## config.mk

```make
export PLATFORM = sky130hd
export DESIGN_NAME = ipml_sync_fifo_ctrl_v2_flat
export DESIGN_NICKNAME = d
export VERILOG_FILES = /design/src/rtl/ipml_fifo_pkg.sv /design/src/rtl/ipml_sync_fifo_ctrl_v2_if.sv /design/src/rtl/ipml_fifo_ptr.sv /design/src/rtl/ipml_sync_fifo_ctrl_v2.sv /design/src/flat_wrapper.sv
export SDC_FILE = /design/constraint.sdc
export NUM_CORES = 1
export LEC_CHECK = 0
export CORE_ASPECT_RATIO = 0.9
export CORE_UTILIZATION = 34
export DETAILED_ROUTE_END_ITERATION = 12
export PLACE_DENSITY = 0.88
export SYNTH_ARGS = -nofsm -noshare
export SYNTH_HDL_FRONTEND = slang
export SYNTH_SLANG_ARGS = --single-unit
```

## constraint.sdc

```tcl
create_clock -name clk -period 4 [get_ports clk]
set_input_delay 0.8 -clock clk [delete_from_list [all_inputs] [get_ports clk]]
set_output_delay 0.8 -clock clk [all_outputs]
set_load 0.1 [all_outputs]
```

## src/rtl/ipml_fifo_pkg.sv

```systemverilog
// Shared helpers for the IPML block-RAM FIFO controllers: depth/level sizing
// functions and the reset image of the registered status flags.
package ipml_fifo_pkg;

  function automatic int depth_f(input int depth_width);
    return 1 << depth_width;
  endfunction

  // Level must reach DEPTH+1 in FWFT mode (RAM full plus the head word).
  function automatic int lvl_w_f(input int depth_width);
    return depth_width + 2;
  endfunction

  typedef struct packed {
    logic wfull;
    logic rempty;
    logic almost_full;
    logic almost_empty;
    logic overflow;
    logic underflow;
  } flags_t;

  localparam flags_t FLAGS_RST = '{
    wfull:        1'b0,
    rempty:       1'b1,
    almost_full:  1'b0,
    almost_empty: 1'b1,
    overflow:     1'b0,
    underflow:    1'b0
  };

endpackage

```

## src/rtl/ipml_sync_fifo_ctrl_v2_if.sv

```systemverilog
// User-side and RAM-side signal bundle of ipml_sync_fifo_ctrl_v2.
// master = surrounding wrapper/RAM, slave = the controller.
interface ipml_sync_fifo_ctrl_v2_if #(
  parameter int c_DEPTH_WIDTH = 9,
  parameter int c_DATA_WIDTH  = 32
);
  logic                      w_en;
  logic [c_DATA_WIDTH-1:0]   w_data;
  logic                      r_en;
  logic [c_DEPTH_WIDTH:0]    af_thresh;
  logic [c_DEPTH_WIDTH:0]    ae_thresh;
  logic                      clr_err;
  logic                      mem_wen;
  logic [c_DEPTH_WIDTH-1:0]  mem_waddr;
  logic [c_DATA_WIDTH-1:0]   mem_wdata;
  logic                      mem_ren;
  logic [c_DEPTH_WIDTH-1:0]  mem_raddr;
  logic [c_DATA_WIDTH-1:0]   mem_rdata;
  logic [c_DATA_WIDTH-1:0]   rd_data;
  logic                      rd_valid;
  logic                      wfull;
  logic                      rempty;
  logic                      almost_full;
  logic                      almost_empty;
  logic [c_DEPTH_WIDTH+1:0]  water_level;
  logic                      overflow;
  logic                      underflow;

  modport master (
    output w_en, w_data, r_en, af_thresh, ae_thresh, clr_err, mem_rdata,
    input  mem_wen, mem_waddr, mem_wdata, mem_ren, mem_raddr, rd_data, rd_valid,
           wfull, rempty, almost_full, almost_empty, water_level, overflow, underflow
  );

  modport slave (
    input  w_en, w_data, r_en, af_thresh, ae_thresh, clr_err, mem_rdata,
    output mem_wen, mem_waddr, mem_wdata, mem_ren, mem_raddr, rd_data, rd_valid,
           wfull, rempty, almost_full, almost_empty, water_level, overflow, underflow
  );

endinterface

```

## src/rtl/ipml_fifo_ptr.sv

```systemverilog
// Binary FIFO pointer with increment enable; wraps naturally modulo 2**c_PTR_WIDTH.
module ipml_fifo_ptr #(
  parameter int c_PTR_WIDTH = 10
) (
  input  logic                   clk,
  input  logic                   rst_n,
  input  logic                   inc,
  output logic [c_PTR_WIDTH-1:0] ptr
);

  logic [c_PTR_WIDTH-1:0] ptr_q, ptr_d;

  // NOTE: every always_comb output gets a default before any condition, so no latch is inferred.
  always_comb begin
    ptr_d = ptr_q;
    if (inc) ptr_d = ptr_q + c_PTR_WIDTH'(1);
  end

  // NOTE: state flops use non-blocking assignments so all flops sample pre-edge values.
  always_ff @(posedge clk or negedge rst_n) begin
    if (!rst_n) ptr_q <= '0;
    else        ptr_q <= ptr_d;
  end

  assign ptr = ptr_q;

endmodule

```

## src/rtl/ipml_sync_fifo_ctrl_v2.sv

```systemverilog
// Single-clock FIFO controller for an external SDP RAM with 1-cycle read latency.
// Define IPML_FIFO_FWFT_EN for first-word-fall-through; otherwise standard read mode.
module ipml_sync_fifo_ctrl_v2
  import ipml_fifo_pkg::*;
#(
  parameter int c_DEPTH_WIDTH = 9,
  parameter int c_DATA_WIDTH  = 32
) (
  input logic                     clk,
  input logic                     rst_n,
  ipml_sync_fifo_ctrl_v2_if.slave fifo_if
);

  localparam int            AW      = c_DEPTH_WIDTH;
  localparam int            CW      = AW + 1;
  localparam int            LW      = lvl_w_f(AW);
  localparam logic [CW-1:0] DEPTH_C = CW'(depth_f(AW));

  logic [CW-1:0]           wptr, rptr;
  logic [CW-1:0]           mem_cnt, mem_cnt_d;
  logic [LW-1:0]           level_q, level_d;
  flags_t                  flags_q, flags_d;
  logic                    wacc, ren;
  logic [c_DATA_WIDTH-1:0] wdata, rdata;

`ifdef IPML_FIFO_FWFT_EN
  logic head_valid_q, head_valid_d, pop;
`else
  logic rd_valid_q, rd_valid_d;
`endif

  // Pointers carry one extra bit, so their difference is the RAM occupancy 0..DEPTH.
  assign mem_cnt = wptr - rptr;

  always_comb begin
    flags_d = flags_q;
    // Enables are forced low while reset is held, even if w_en/r_en are active.
    wacc    = fifo_if.w_en & ~flags_q.wfull & rst_n;
`ifdef IPML_FIFO_FWFT_EN
    pop          = fifo_if.r_en & head_valid_q;
    ren          = (mem_cnt != '0) & (~head_valid_q | pop) & rst_n;
    head_valid_d = ren ? 1'b1 : (pop ? 1'b0 : head_valid_q);
`else
    ren        = fifo_if.r_en & ~flags_q.rempty & rst_n;
    rd_valid_d = ren;
`endif
    mem_cnt_d = mem_cnt + CW'(wacc) - CW'(ren);
`ifdef IPML_FIFO_FWFT_EN
    level_d        = LW'(mem_cnt_d) + LW'(head_valid_d);
    flags_d.rempty = ~head_valid_d;
`else
    level_d        = LW'(mem_cnt_d);
    flags_d.rempty = (mem_cnt_d == '0);
`endif
    flags_d.wfull        = (mem_cnt_d == DEPTH_C);
    flags_d.almost_full  = (level_d >= LW'(fifo_if.af_thresh));
    flags_d.almost_empty = (level_d <= LW'(fifo_if.ae_thresh));
    // Set has priority over clear when both happen in one cycle.
    flags_d.overflow     = (fifo_if.w_en & flags_q.wfull)
                         | (flags_q.overflow & ~fifo_if.clr_err);
    flags_d.underflow    = (fifo_if.r_en & flags_q.rempty)
                         | (flags_q.underflow & ~fifo_if.clr_err);
  end

  always_ff @(posedge clk or negedge rst_n) begin
    if (!rst_n) begin
      level_q      <= '0;
      flags_q      <= FLAGS_RST;
`ifdef IPML_FIFO_FWFT_EN
      head_valid_q <= 1'b0;
`else
      rd_valid_q   <= 1'b0;
`endif
    end else begin
      level_q      <= level_d;
      flags_q      <= flags_d;
`ifdef IPML_FIFO_FWFT_EN
      head_valid_q <= head_valid_d;
`else
      rd_valid_q   <= rd_valid_d;
`endif
    end
  end

  ipml_fifo_ptr #(.c_PTR_WIDTH(CW)) u_wptr (
    .clk   (clk),
    .rst_n (rst_n),
    .inc   (wacc),
    .ptr   (wptr)
  );

  ipml_fifo_ptr #(.c_PTR_WIDTH(CW)) u_rptr (
    .clk   (clk),
    .rst_n (rst_n),
    .inc   (ren),
    .ptr   (rptr)
  );

  assign wdata                = fifo_if.w_data;
  assign rdata                = fifo_if.mem_rdata;
  assign fifo_if.mem_wen      = wacc;
  assign fifo_if.mem_waddr    = wptr[AW-1:0];
  assign fifo_if.mem_wdata    = wdata;
  assign fifo_if.mem_ren      = ren;
  assign fifo_if.mem_raddr    = rptr[AW-1:0];
  assign fifo_if.rd_data      = rdata;
`ifdef IPML_FIFO_FWFT_EN
  assign fifo_if.rd_valid     = ~flags_q.rempty;
`else
  assign fifo_if.rd_valid     = rd_valid_q;
`endif
  assign fifo_if.wfull        = flags_q.wfull;
  assign fifo_if.rempty       = flags_q.rempty;
  assign fifo_if.almost_full  = flags_q.almost_full;
  assign fifo_if.almost_empty = flags_q.almost_empty;
  assign fifo_if.water_level  = level_q;
  assign fifo_if.overflow     = flags_q.overflow;
  assign fifo_if.underflow    = flags_q.underflow;

endmodule

```

## src/flat_wrapper.sv

```systemverilog
// flat-port wrapper written by rule: the top's interface ports become plain ports
module ipml_sync_fifo_ctrl_v2_flat import ipml_fifo_pkg::*;
#(
  parameter int c_DEPTH_WIDTH = 9,
  parameter int c_DATA_WIDTH  = 32
)
  (clk, rst_n, fifo_if_w_en, fifo_if_w_data, fifo_if_r_en, fifo_if_af_thresh, fifo_if_ae_thresh, fifo_if_clr_err, fifo_if_mem_rdata, fifo_if_mem_wen, fifo_if_mem_waddr, fifo_if_mem_wdata, fifo_if_mem_ren, fifo_if_mem_raddr, fifo_if_rd_data, fifo_if_rd_valid, fifo_if_wfull, fifo_if_rempty, fifo_if_almost_full, fifo_if_almost_empty, fifo_if_water_level, fifo_if_overflow, fifo_if_underflow);
  ipml_sync_fifo_ctrl_v2_if #(.c_DEPTH_WIDTH(c_DEPTH_WIDTH), .c_DATA_WIDTH(c_DATA_WIDTH)) fifo_if_i ();
  input logic clk;
  input logic rst_n;
  input wire logic [$bits(fifo_if_i.w_en)-1:0] fifo_if_w_en;
  input wire logic [$bits(fifo_if_i.w_data)-1:0] fifo_if_w_data;
  input wire logic [$bits(fifo_if_i.r_en)-1:0] fifo_if_r_en;
  input wire logic [$bits(fifo_if_i.af_thresh)-1:0] fifo_if_af_thresh;
  input wire logic [$bits(fifo_if_i.ae_thresh)-1:0] fifo_if_ae_thresh;
  input wire logic [$bits(fifo_if_i.clr_err)-1:0] fifo_if_clr_err;
  input wire logic [$bits(fifo_if_i.mem_rdata)-1:0] fifo_if_mem_rdata;
  output wire logic [$bits(fifo_if_i.mem_wen)-1:0] fifo_if_mem_wen;
  output wire logic [$bits(fifo_if_i.mem_waddr)-1:0] fifo_if_mem_waddr;
  output wire logic [$bits(fifo_if_i.mem_wdata)-1:0] fifo_if_mem_wdata;
  output wire logic [$bits(fifo_if_i.mem_ren)-1:0] fifo_if_mem_ren;
  output wire logic [$bits(fifo_if_i.mem_raddr)-1:0] fifo_if_mem_raddr;
  output wire logic [$bits(fifo_if_i.rd_data)-1:0] fifo_if_rd_data;
  output wire logic [$bits(fifo_if_i.rd_valid)-1:0] fifo_if_rd_valid;
  output wire logic [$bits(fifo_if_i.wfull)-1:0] fifo_if_wfull;
  output wire logic [$bits(fifo_if_i.rempty)-1:0] fifo_if_rempty;
  output wire logic [$bits(fifo_if_i.almost_full)-1:0] fifo_if_almost_full;
  output wire logic [$bits(fifo_if_i.almost_empty)-1:0] fifo_if_almost_empty;
  output wire logic [$bits(fifo_if_i.water_level)-1:0] fifo_if_water_level;
  output wire logic [$bits(fifo_if_i.overflow)-1:0] fifo_if_overflow;
  output wire logic [$bits(fifo_if_i.underflow)-1:0] fifo_if_underflow;
  assign fifo_if_i.w_en = fifo_if_w_en;
  assign fifo_if_i.w_data = fifo_if_w_data;
  assign fifo_if_i.r_en = fifo_if_r_en;
  assign fifo_if_i.af_thresh = fifo_if_af_thresh;
  assign fifo_if_i.ae_thresh = fifo_if_ae_thresh;
  assign fifo_if_i.clr_err = fifo_if_clr_err;
  assign fifo_if_i.mem_rdata = fifo_if_mem_rdata;
  assign fifo_if_mem_wen = fifo_if_i.mem_wen;
  assign fifo_if_mem_waddr = fifo_if_i.mem_waddr;
  assign fifo_if_mem_wdata = fifo_if_i.mem_wdata;
  assign fifo_if_mem_ren = fifo_if_i.mem_ren;
  assign fifo_if_mem_raddr = fifo_if_i.mem_raddr;
  assign fifo_if_rd_data = fifo_if_i.rd_data;
  assign fifo_if_rd_valid = fifo_if_i.rd_valid;
  assign fifo_if_wfull = fifo_if_i.wfull;
  assign fifo_if_rempty = fifo_if_i.rempty;
  assign fifo_if_almost_full = fifo_if_i.almost_full;
  assign fifo_if_almost_empty = fifo_if_i.almost_empty;
  assign fifo_if_water_level = fifo_if_i.water_level;
  assign fifo_if_overflow = fifo_if_i.overflow;
  assign fifo_if_underflow = fifo_if_i.underflow;
  ipml_sync_fifo_ctrl_v2 #(.c_DEPTH_WIDTH(c_DEPTH_WIDTH), .c_DATA_WIDTH(c_DATA_WIDTH)) u_core (.clk(clk), .rst_n(rst_n), .fifo_if(fifo_if_i));
endmodule
```

==> impl_metrics.ini <==
[routing]
dr.pass1.iters = 5
totalWireLength_um = 6795
avgViaCountPerCell = 4.649
drc = 0
drt_iter0_drc = 53
dr_total_vias = 2134
antenna_left = 0
wl_per_cell_um = 14.80

[finish]
layout-drive-gt1-share = 0.1471
final_cell_mix = 57 x clkdlybuf4s50_1, 49 x inv_1, 42 x ha_1
layout_commonest_cell = clkdlybuf4s50_1
postLayoutCellArea_sq_um = 3578
antennaDiodeCount = 0
final.fill_count = 850
nets = 474
area_delta_synth_final_pct = 14.91

[setup_path]
crit_end = u_core.fifo_if.almost_empty
critical_path.top_delay_family = adder cells
critPathKind = input pin to flop
rr_worst_depth = 19
cpPeakStageDelay_ps = 520
timing.rr.start = u_core.fifo_if.rempty
critical_path.startpoint = fifo_if_r_en
cp.buffers_inverters = 4
cp-start-kind = input pin
crit_required_ps = 4220
rrSetupSlack_ps = 50
cp.arrival_ps = 4320
worstPathCellList = buf_6, nand2_2, or2_4, fa_2, inv_2, fa_1, inv_1, ha_2, inv_2, fa_2, nor2b_4, o21ai_1, or3b_1, and2_4, ha_1, nand4_1, nor2_1, or4b_4, o21ai_2, a31oi_1
slowest_stage = or4b_4
cp.depth = 20
regToRegEndpoint = u_core.fifo_if.almost_empty
cp_max_fo = 3
critical_path.endpoint_type = flop

[timing]
setup_tns_ps = -134.0
finalSetupViolCount = 2
final_max_slew_viol_count = 0
finalCritPeriodShare = 1.026
period_minus_slack_ps = 4106
max_freq_mhz = 243.5
setup_ws_ps = -106.0
rsz0062_at_grt = true
maxSlewHeadroom = 0.3191
tightestPinTransition_ps = 1018
hold_slack_ps = 500.3
skew_ps = 7.923
hold_viol_final = 0

[min_path]
worstHoldPathType = flop to flop
hold_depth = 1

[clocking]
cts_num_sinks = 37
hold_buffers = 0
numCtsBuffers = 5
cts.reportedPaths.clkPinSlew_ps = 70
cts-htree-levels = 2
clk_path_buf_depth = 2
cts_tree = yes
clock_latency_ps = 300
cts_root_buf = clkbuf_8

[yosys]
synth_edf_count = 0
yosysUniqueCellTypes = 37
syn_inst = 341
synth_ff_type = dfrtp_1
yosysSeqAreaShare = 0.2981
synth_nets = 476
synthArstFlopShare = 1.000
avgSynthCellArea_sq_um = 9.133
ys_warn_count = 0
synth_seq_cells = 37
synth_area_sq_um = 3114

[global_route]
grt_max_degree = 39
grt_pass1_vias = 2277
grt_pass1_wl_um = 10670
overflow = 0
antenna_found_initial = 0
grtUsageTotal = 0.1457

[floorplanning]
dieArea_sq_um = 9547
initial_utilization = 0.3568
core_sq_um = 8728
row_count = 32
die_w_um = 102.9
io_pins = 191
die_h_um = 92.80

[placement]
port_buffers = 61
place.gp.congestion = 0.7773
hpwlAfterDp_um = 5459
placed_area_sq_um = 3374

[status]
violations = setup timing
status = complete, but fails checks

[flow_run]
cap_violations = 0
==> cell usage after synthesis, types with 3 or more instances <==
library cell | instances | area, sq um
nand2_1 | 17 | 63.81
o21ai_0 | 6 | 30.03
a211oi_1 | 3 | 22.52
nand3_1 | 8 | 40.04
xor2_1 | 5 | 43.79
inv_1 | 51 | 191.4
nor2_1 | 9 | 33.78
a21oi_1 | 11 | 55.05
buf_4 | 83 | 623.1
nand2b_1 | 3 | 18.77
dfrtp_1 | 35 | 875.8
xnor2_1 | 21 | 183.9
a21o_1 | 7 | 52.55
and3_1 | 4 | 25.02
fa_1 | 3 | 60.06
nor3_1 | 3 | 15.01
ha_1 | 43 | 538.0
nand4_1 | 6 | 37.54
==> how the worst min path moves through the flow <==
stage	start	end	slack [ps]
floorplan	u_core.u_wptr.ptr[9]	u_core.u_wptr.ptr[9]	460
global placement	u_core.u_rptr.ptr[9]	u_core.u_rptr.ptr[9]	480
detailed placement	u_core.u_rptr.ptr[9]	u_core.u_rptr.ptr[9]	490
CTS	u_core.u_rptr.ptr[9]	u_core.u_rptr.ptr[9]	510
global route	u_core.u_rptr.ptr[9]	u_core.u_rptr.ptr[9]	510
finish	u_core.u_rptr.ptr[9]	u_core.u_rptr.ptr[9]	500
==> state kept, by name (all words and copies together), names as in the netlist <==
name                         cells
u_core.fifo_if.water_level      10
u_core.u_rptr.ptr               10
u_core.u_wptr.ptr               10
u_core.fifo_if.almost_empty      1
u_core.fifo_if.almost_full       1
u_core.fifo_if.overflow          1
u_core.fifo_if.rd_valid          1
u_core.fifo_if.rempty            1
u_core.fifo_if.underflow         1
u_core.fifo_if.wfull             1
==> kinds of logic after synthesis <==
group | Yosys count | share of synthesized area
buffers and inverters | 135 | 0.2628
xor gates and xnor gates | 26 | 0.07312
AOI/OAI and AO/OA | 37 | 0.07392
and+or+nand+nor | 59 | 0.09884
DFF | 37 | 0.2981
adders and majority gates | 46 | 0.1920
other | 1 | 0.001204
==> layer usage <==
| layer | vias up | GRT usage | part of all wire | routed length [um] |
|---|---|---|---|---|
| met3 | 25 | 0.04830 | 0.077 | 524 |
| li1 | 1020 | - | - | - |
| met2 | 72 | 0.2733 | 0.53 | 3592 |
| met1 | 1017 | 0.1489 | 0.37 | 2532 |
| met4 | 0 | 0.04812 | 0.021 | 145 |
| met5 | - | 0 | 0 | 0 |
==> layout make-up <==
class                           count  area [sq um]  area share
Clock buffer                        5         68.82     0.01923
Inverter                           51         191.4     0.05350
Clock inverter                      3         65.06     0.01818
Tap cell                          119         148.9     0.04161
Sequential cell                    37         929.6      0.2598
Multi-Input combinational cell    169          1449      0.4049
Timing Repair Buffer               75         725.7      0.2028
==> per-stage QoR <==
step	setup slack [ps]	utilization	cells
6_report	-106.0	0.4100	459
5_1_grt	-256.0	0.4100	459
2_1_floorplan	-298.0	-	341
3_5_place_dp	-1003	0.3866	449
3_3_place_gp	-848.6	0.3866	449
4_1_cts	-129.6	0.4081	459
==> repair_timing <==
item,CTS,global route
gates resized for setup,13,4
pin swaps,11,2
setup endpoints to repair,4,4
buffers inserted,2,0
Power is not shown: default switching activity piles up to over one toggle a cycle in this logic, so the estimate is an artifact.
